`config.mk`:
```
export PLATFORM = sky130hd
export DESIGN_NAME = regfile_bist
export DESIGN_NICKNAME = d
export VERILOG_FILES = /design/src/rtl/regfile_bist.sv
export SDC_FILE = /design/constraint.sdc
export NUM_CORES = 1
export LEC_CHECK = 0
export CORE_ASPECT_RATIO = 0.75
export CORE_MARGIN = 4
export CORE_UTILIZATION = 42
export CTS_CLUSTER_DIAMETER = 50
export CTS_CLUSTER_SIZE = 8
export DETAILED_ROUTE_END_ITERATION = 6
export GPL_ROUTABILITY_DRIVEN = 0
export PLACE_DENSITY = 0.86
export SLEW_MARGIN = 20
export SYNTH_ARGS = -nofsm -noshare
export SYNTH_HDL_FRONTEND = slang
export SYNTH_SLANG_ARGS = --single-unit
```
`constraint.sdc`:
```
create_clock -name clk -period 5 [get_ports clk]
set_input_delay 1 -clock clk [delete_from_list [all_inputs] [get_ports clk]]
set_output_delay 1 -clock clk [all_outputs]
set_load 0.05 [all_outputs]
```
`src/rtl/regfile_bist.sv`:
```
// -----------------------------------------------------------------------------
// regfile_bist
//   Built-in self-test sequencer for the regfile. On an accepted start it walks
//   entries 0..DATA_D-1. For each entry it spends three cycles:
//     WR  : writes pat(i)
//     RD  : presents the address with the write enable low
//     CMP : holds the address and compares rf_rdata against pat(i) at the end
//           of the cycle.
//   The compare point works for both combinational and 1-cycle registered
//   regfile reads. When the walk ends it raises done, and reports pass, a
//   saturating mismatch count and the first failing address.
//
//   Optional feature macro: REGFILE_BIST_INV_EN
//     When defined, a second full walk follows the first one using the
//     inverted pattern ~zext(i). Errors accumulate over both walks, and
//     first_err_addr keeps the earliest mismatch.
//     When undefined, only one walk runs and no walk-tracking flop exists.
//
// Handshake: start is a level input with no ready. It is acted on only in the
//   IDLE or DONE state. While busy=1 it is ignored.
//
// Ports
//   clk             in   rising-edge clock
//   reset           in   synchronous, active-low reset
//   start           in   begin test (sampled in IDLE/DONE only)
//   busy            out  test running
//   done            out  test finished; held until the next accepted start
//   pass            out  valid while done=1; 1 = zero mismatches
//   err_cnt         out  mismatch count, saturating at all-ones
//   first_err_addr  out  address of the first mismatch; 0 if none
//   rf_we           out  regfile write enable
//   rf_addr         out  regfile address
//   rf_wdata        out  regfile write data
//   rf_rdata        in   regfile read data
//   dbg_state       out  current FSM state (IDLE=0 WR=1 RD=2 CMP=3 DONE=4)
// -----------------------------------------------------------------------------
module regfile_bist #(
  parameter int ADDR_W = 5,
  parameter int DATA_W = 32,
  parameter int DATA_D = 32
) (
  input  logic              clk,
  input  logic              reset,
  input  logic              start,
  output logic              busy,
  output logic              done,
  output logic              pass,
  output logic [ADDR_W+1:0] err_cnt,
  output logic [ADDR_W-1:0] first_err_addr,
  output logic              rf_we,
  output logic [ADDR_W-1:0] rf_addr,
  output logic [DATA_W-1:0] rf_wdata,
  input  logic [DATA_W-1:0] rf_rdata,
  output logic [2:0]        dbg_state
);

  typedef enum logic [2:0] {
    IDLE = 3'd0,
    WR   = 3'd1,
    RD   = 3'd2,
    CMP  = 3'd3,
    DONE = 3'd4
  } state_t;

  localparam logic [ADDR_W-1:0] LAST = ADDR_W'(DATA_D - 1);
  // Number of address bits that fit in the data word.
  localparam int PW = (ADDR_W < DATA_W) ? ADDR_W : DATA_W;

  // zext(a) truncated to DATA_W, optionally inverted.
  function automatic logic [DATA_W-1:0] pat(input logic [ADDR_W-1:0] a,
                                            input logic invert);
    logic [DATA_W-1:0] p;
    p = '0;
    for (int b = 0; b < PW; b++) p[b] = a[b];
    return invert ? ~p : p;
  endfunction

  state_t            state, state_n;
  logic [ADDR_W-1:0] idx, idx_n;
  logic              busy_n, done_n, pass_n, we_n;
  logic [ADDR_W+1:0] err_n;
  logic [ADDR_W-1:0] ferr_n, addr_n;
  logic [DATA_W-1:0] wdata_n;
  logic              mismatch;
  logic              inv;

`ifdef REGFILE_BIST_INV_EN
  logic inv_n;
`else
  assign inv = 1'b0;
`endif

  assign dbg_state = state;

  always_comb begin
    state_n  = state;
    idx_n    = idx;
    busy_n   = busy;
    done_n   = done;
    pass_n   = pass;
    err_n    = err_cnt;
    ferr_n   = first_err_addr;
    we_n     = 1'b0;
    addr_n   = rf_addr;
    wdata_n  = '0;
`ifdef REGFILE_BIST_INV_EN
    inv_n    = inv;
`endif
    mismatch = (state == CMP) && (rf_rdata != pat(idx, inv));

    case (state)
      IDLE, DONE: begin
        if (start) begin
          state_n = WR;
          idx_n   = '0;
          busy_n  = 1'b1;
          done_n  = 1'b0;
          pass_n  = 1'b0;
          err_n   = '0;
          ferr_n  = '0;
          we_n    = 1'b1;
          addr_n  = '0;
          wdata_n = pat('0, 1'b0);
`ifdef REGFILE_BIST_INV_EN
          inv_n   = 1'b0;
`endif
        end
      end
      WR: begin
        state_n = RD;
      end
      RD: begin
        state_n = CMP;
      end
      CMP: begin
        if (mismatch) begin
          // err_cnt only returns to zero on start, so zero means "first one".
          if (err_cnt == '0) ferr_n = idx;
          if (!(&err_cnt)) err_n = err_cnt + 1'b1;
        end
        if (idx != LAST) begin
          state_n = WR;
          idx_n   = idx + 1'b1;
          we_n    = 1'b1;
          addr_n  = idx + 1'b1;
          wdata_n = pat(idx + 1'b1, inv);
        end
`ifdef REGFILE_BIST_INV_EN
        else if (!inv) begin
          state_n = WR;
          inv_n   = 1'b1;
          idx_n   = '0;
          we_n    = 1'b1;
          addr_n  = '0;
          wdata_n = pat('0, 1'b1);
        end
`endif
        else begin
          state_n = DONE;
          busy_n  = 1'b0;
          done_n  = 1'b1;
          // err_n already includes the final compare.
          pass_n  = (err_n == '0);
        end
      end
      default: begin
        state_n = IDLE;
        busy_n  = 1'b0;
      end
    endcase
  end

  always_ff @(posedge clk) begin
    if (!reset) begin
      state          <= IDLE;
      idx            <= '0;
      busy           <= 1'b0;
      done           <= 1'b0;
      pass           <= 1'b0;
      err_cnt        <= '0;
      first_err_addr <= '0;
      rf_we          <= 1'b0;
      rf_addr        <= '0;
      rf_wdata       <= '0;
`ifdef REGFILE_BIST_INV_EN
      inv            <= 1'b0;
`endif
    end else begin
      state          <= state_n;
      idx            <= idx_n;
      busy           <= busy_n;
      done           <= done_n;
      pass           <= pass_n;
      err_cnt        <= err_n;
      first_err_addr <= ferr_n;
      rf_we          <= we_n;
      rf_addr        <= addr_n;
      rf_wdata       <= wdata_n;
`ifdef REGFILE_BIST_INV_EN
      inv            <= inv_n;
`endif
    end
  end

endmodule
```
==> impl_metrics.json, run 1 <==
{
  "dpl.hpwl_um": 3583,
  "clockBufferDepth": 2,
  "antenna_found_initial": 0,
  "crit_family": "simple AND/OR/NAND/NOR gates",
  "post-place-ws_ps": 1997,
  "min_period_ps": 2687,
  "io_pins": 91,
  "worstReg2RegStart": "idx[0]",
  "cts_tree": "yes",
  "final_common_cell": "clkdlybuf4s50_1",
  "fin_ws_ps": 2314,
  "post_drt_wl_per_cell_um": 14.39,
  "fin_crit_sh_pct": 53.73,
  "dr.pass1.iters": 4,
  "clock_sinks": 29,
  "max_cap_viol_count": 0,
  "yosysUniqueCellTypes": 42,
  "syn-instance-count": 203,
  "grt_pass1_vias": 1466,
  "holdBufCountCts": 0,
  "relSlewSlack_pct": 50.03,
  "grt_remaining_overflow": 0,
  "drc_errors": 0,
  "h-tree-depth": 2,
  "ant_nets": 0,
  "reg2reg_setup_slack_ps": 2890,
  "core_region_area_sq_um": 3756,
  "status": "completed",
  "cp_slowest_cell": "clkdlybuf4s50_1",
  "dpl_cell_area_sq_um": 2248,
  "cts_made_buffers": 5,
  "worstPathArrival_ps": 2890,
  "initial_core_util_pct": 44.94,
  "cpPeakStageDelay_ps": 420,
  "placementRows": 19,
  "synth_area_per_cell_sq_um": 8.315,
  "path_buf_inv": 1,
  "syn_to_final_growth_pct": 38.32,
  "global_route.usage.total_pct": 17.53,
  "n_fill_cell": 335,
  "ys_top_cells_by_area": "dfxtp_1 (34%), buf_4 (12%), a21oi_1 (5.0%), nor2_1 (4.2%), xnor2_1 (4.2%)",
  "fin_setup_tns_ps": 0,
  "drive_gt1_share_pct": 5.660,
  "cp.required_ps": 5210,
  "final_cell_mix": "clkdlybuf4s50_1 (63), dfxtp_1 (29), conb_1 (27)",
  "finClkSkew_ps": 8.942,
  "numPortBuffers": 63,
  "r2r_end": "idx[4]",
  "min_path_cells": 2,
  "clock_latency_ps": 280,
  "hp-class": "reg2reg",
  "cts_root_buffer": "clkbuf_8",
  "p_per_area_nw_per_um2": 255.1,
  "synth_seq_cells": 29,
  "cts_setup_buffers": 0,
  "grt_pass1_wl_um": 6955,
  "cp-start-kind": "input port",
  "n_antenna_cell": 0,
  "whs_endpoint": "first_err_addr[1]",
  "report.final.slew_viol_count": 0,
  "finalInstanceArea_sq_um": 2335,
  "clk_pin_slew_ps": 60,
  "dr.first_iter.drc_count": 155,
  "hold_path_startpoint": "first_err_addr[1]",
  "dr_total_vias": 1630,
  "synthFlopType": "dfxtp_1",
  "cp-end-kind": "flop",
  "path_max_fanout": 9,
  "routed_wl_um": 4563,
  "netlist_area_sq_um": 1688,
  "yosysWarnings": 0,
  "vdd_drop_max_mv": 0.2770,
  "synth_top_area_cell": "dfxtp_1",
  "num-nets-final": 304,
  "die_x_um": 81.20,
  "crit_type": "in2reg",
  "yosysSeqAreaShare_pct": 34.40,
  "rsz0062_at_grt": "false",
  "cts_resized": 0,
  "total_leakage_power_nw": 0.8871,
  "fmax_mhz": 372.2,
  "r2r_cells": 7,
  "synthArstFlopShare_pct": 0,
  "hold_viol": 0,
  "worst_pin_slew_ps": 748.7,
  "finalSetupViolCount": 0,
  "crit_chain": "clkdlybuf4s50_1, nor4_1, nand4_1, nor2_4, a21oi_4, and2_4, or3_1, a21oi_1",
  "synth_edf_count": 0,
  "die_area_sq_um": 5107,
  "via_per_inst": 5.142,
  "grt_max_degree": 25,
  "die_y_um": 62.90,
  "synth_top_area_share_pct": 34.40
}
## worst reg2reg max path, cell delays in order, from the launching register on
cell	delay [ps]
dfxtp_1	400
ha_1	300
and3_1	200
ha_1	260
nor2_1	430
nor2_1	150
a22oi_1	180
nor2_1	60
## final cells by class
| type | instances | area (sq um) | share of cell area (%) |
|---|---|---|---|
| multi-input cells | 160 | 949.7 | 40.68 |
| clock buffers | 7 | 86.33 | 3.698 |
| flip-flops and latches | 29 | 580.6 | 24.87 |
| repair buffers | 63 | 630.6 | 27.01 |
| inverters | 6 | 22.52 | 0.9646 |
| well taps | 52 | 65.06 | 2.787 |
## power breakdown
group / switching (mW) / internal [mW] / total (mW)
Clock: 0.0867 / 0.109 / 0.196
Sequential: 0.0101 / 0.237 / 0.248
Combinational: 0.104 / 0.0483 / 0.152
## how the worst max path moves through the flow
stage | slack, ps | end | depth (start not counted) | startpoint
2_1_floorplan | 2640 | err_cnt[2] | 7 | rf_rdata[6]
6_report | 2310 | err_cnt[0] | 8 | rf_rdata[7]
4_1_cts | 2290 | err_cnt[0] | 8 | rf_rdata[7]
3_3_place_gp | 2140 | err_cnt[2] | 8 | rf_rdata[7]
3_5_place_dp | 2000 | err_cnt[0] | 8 | rf_rdata[7]
5_1_grt | 2210 | pass | 8 | rf_rdata[6]
## metrics by stage
stage | cells | hold slack [ps] | util [%] | power [mW]
finish | 317 | 475.2 | 62.16 | 0.5955
CTS | 317 | 474.0 | 62.16 | 0.5983
global placement | 310 | 444.3 | 59.86 | 0.4026
detailed placement | 310 | 466.6 | 59.86 | 0.4043
floorplan | 229 | 667.1 | - | 0.3718
global route | 317 | 505.5 | 62.16 | 0.6179
## cells in the mapped netlist (2+ instances only)
master,instances
o21ai_0,4
nor3_1,5
nand4_1,5
xnor2_1,8
and3_1,6
a21oi_1,17
a22oi_1,3
nand2_1,16
inv_1,6
a311oi_1,3
dfxtp_1,29
nand3b_1,6
ha_1,4
xor2_1,2
a211oi_1,2
clkbuf_1,4
nor2_1,19
nand3_1,5
buf_4,27
o211ai_1,2
nor4_1,7
buf_2,3
## state kept, by name, summed over array words and instances, names as in the netlist
name,cells
err_cnt,7
first_err_addr,5
pass,1
idx,5
done,1
rf_we,1
busy,1
dbg_state,3
rf_wdata,5
## logic make-up (layout without fill, tap and decap cells)
kind of cell,count (synthesis),in the layout,synth area share (%)
xor+xnor,10,10,5.189
compound gates,39,39,15.86
fa+ha+maj,4,4,2.965
buf+inv,40,76,15.12
simple gates,78,78,24.98
flops,29,29,34.40
other cells,1,27,0.2222
mux,2,2,1.260
## routing by layer
layer,track usage (%),up-vias,wire [um]
li1,-,785,-
met1,22.67,749,1993
met2,25.82,90,1928
met3,8.069,6,582
met4,5.274,0,57
met5,0,-,0
Note: power is estimated with default switching activity, not from simulation.
==> inputs of run 2 (changes only) <==
- CORE_UTILIZATION: 42 -> 35
- PLACE_DENSITY: 0.86 -> 0.76
- clock period: 5 -> 2.4 ns (I/O delays scaled with it)
==> impl_metrics.json, run 2 (synthesis results as in run 1) <==
{
  "fin_ws_ps": 249.9,
  "dr_total_vias": 1608,
  "via_per_inst": 4.948,
  "finalSetupViolCount": 0,
  "worst_pin_slew_ps": 560.8,
  "r2r_end": "pass",
  "fin_crit_sh_pct": 89.59,
  "cp_slowest_cell": "clkdlybuf4s50_1",
  "grt_pass1_vias": 1488,
  "global_route.usage.total_pct": 15.05,
  "n_antenna_cell": 0,
  "hold_viol": 0,
  "largest_register_ffs": 7,
  "h-tree-depth": 2,
  "status": "completed",
  "path_max_fanout": 8,
  "p_switching_uw": 417.7,
  "crit_type": "reg2out",
  "grt_pass1_wl_um": 6906,
  "worstReg2RegStart": "idx[1]",
  "numPlacedInstances": 318,
  "post-place-ws_ps": -2.377,
  "p_per_area_nw_per_um2": 527.0,
  "crit_chain": "clkdlybuf4s50_1",
  "finClkSkew_ps": 3.122,
  "die_x_um": 88.19,
  "drive_gt1_share_pct": 6.716,
  "cts_setup_buffers": 0,
  "die_y_um": 68.14,
  "clock_latency_ps": 280,
  "min_period_ps": 2150,
  "cts_tree": "yes",
  "cts_made_buffers": 5,
  "path_buf_inv": 1,
  "routed_wl_um": 4634,
  "relSlewSlack_pct": 62.55,
  "r2r_cells": 7,
  "cpPeakStageDelay_ps": 870,
  "holdBufCountCts": 0,
  "reg2reg_setup_slack_ps": 320,
  "crit_family": "buffers and inverters",
  "syn_to_final_growth_pct": 40.03,
  "max_cap_viol_count": 0,
  "num-nets-final": 307,
  "seqPwrFrac_pct": 41.3,
  "comb_power_share_pct": 26.3,
  "vdd_drop_max_mv": 0.3907,
  "cts_resized": 0,
  "dpl.hpwl_um": 3531,
  "utilization_pct": 51.70,
  "n_fill_cell": 446,
  "dr.first_iter.drc_count": 108,
  "hp-class": "reg2reg",
  "io_pins": 91,
  "core_region_area_sq_um": 4572,
  "rsz0062_at_grt": "false",
  "dr.pass1.iters": 4,
  "crit_end": "dbg_state[1]",
  "cp.depth": 1,
  "p_clk_share_pct": 32.4,
  "total_leakage_power_nw": 0.9019,
  "stdcell_count": 325,
  "numPortBuffers": 63,
  "largest-register": "err_cnt",
  "register_area_sq_um": 580.6,
  "cp.required_ps": 1920,
  "cts_root_buffer": "clkbuf_8",
  "worstPathArrival_ps": 1670,
  "initial_core_util_pct": 36.92,
  "post_drt_wl_per_cell_um": 14.26,
  "clock_sinks": 29,
  "antenna_found_initial": 0,
  "drc_errors": 0,
  "clk_pin_slew_ps": 60,
  "multi_input_area_sq_um": 949.7,
  "clockBufferDepth": 2,
  "final_cell_mix": "clkdlybuf4s50_1 (63), dfxtp_1 (29), conb_1 (27)",
  "ant_nets": 0,
  "placementRows": 21,
  "grt_remaining_overflow": 0,
  "p_sw_share_pct": 33.53,
  "report.final.slew_viol_count": 0,
  "fmax_mhz": 465.1,
  "intPower_uw": 828.0,
  "cp-start-kind": "flop",
  "critPathLaunch": "dbg_state[1]",
  "grt_max_degree": 24,
  "final_common_cell": "clkdlybuf4s50_1",
  "cp-end-kind": "primary output",
  "die_area_sq_um": 6009
}
run 2: cell count changes in the layout (fill, tap and decap cells not counted):
cell   previous run  this run
buf_4             0         3
run 2: area by class of cell:
class	instances	area share, %
Clock buffer	7	3.653
Inverter	6	0.9529
Multi-Input combinational cell	160	40.18
Sequential cell	29	24.56
Tap cell	57	3.017
Timing Repair Buffer	66	27.63
run 2: how the worst min path moves through the flow:
stage	start	to	slack, ps	depth (start not counted)
floorplan	reset	rf_wdata[1]	630	1
global placement	first_err_addr[4]	first_err_addr[4]	450	2
detailed placement	done	done	450	2
CTS	first_err_addr[4]	first_err_addr[4]	460	2
global route	first_err_addr[4]	first_err_addr[4]	480	2
finish	first_err_addr[4]	first_err_addr[4]	460	2
run 2: per-stage QoR:
stage               setup TNS, ps  instance area, sq um  hold slack (ps)  total power [mW]
finish                          0                  2364            456.6             1.246
detailed placement         -2.377                  2277            451.1            0.8508
floorplan                       0                  1785            632.5            0.7745
CTS                             0                  2364            460.2             1.251
global placement                0                  2277            447.8            0.8474
global route                    0                  2364            483.1             1.293
run 2: metal layers:
metal | share of wire (%) | track usage (%) | routed length, um
met5 | 0 | 0 | 0
met4 | 1.5 | 6.226 | 68
met1 | 46 | 20.12 | 2136
met2 | 41 | 22.57 | 1888
met3 | 12 | 4.573 | 541
run 2: power by group through the flow:
stage	registers, mW	logic (mW)	clock network (mW)
3_3_place_gp	0.524	0.323	0
6_report	0.514	0.328	0.403
5_1_grt	0.515	0.350	0.428
4_1_cts	0.514	0.328	0.409
3_5_place_dp	0.524	0.327	0
2_1_floorplan	0.562	0.213	0
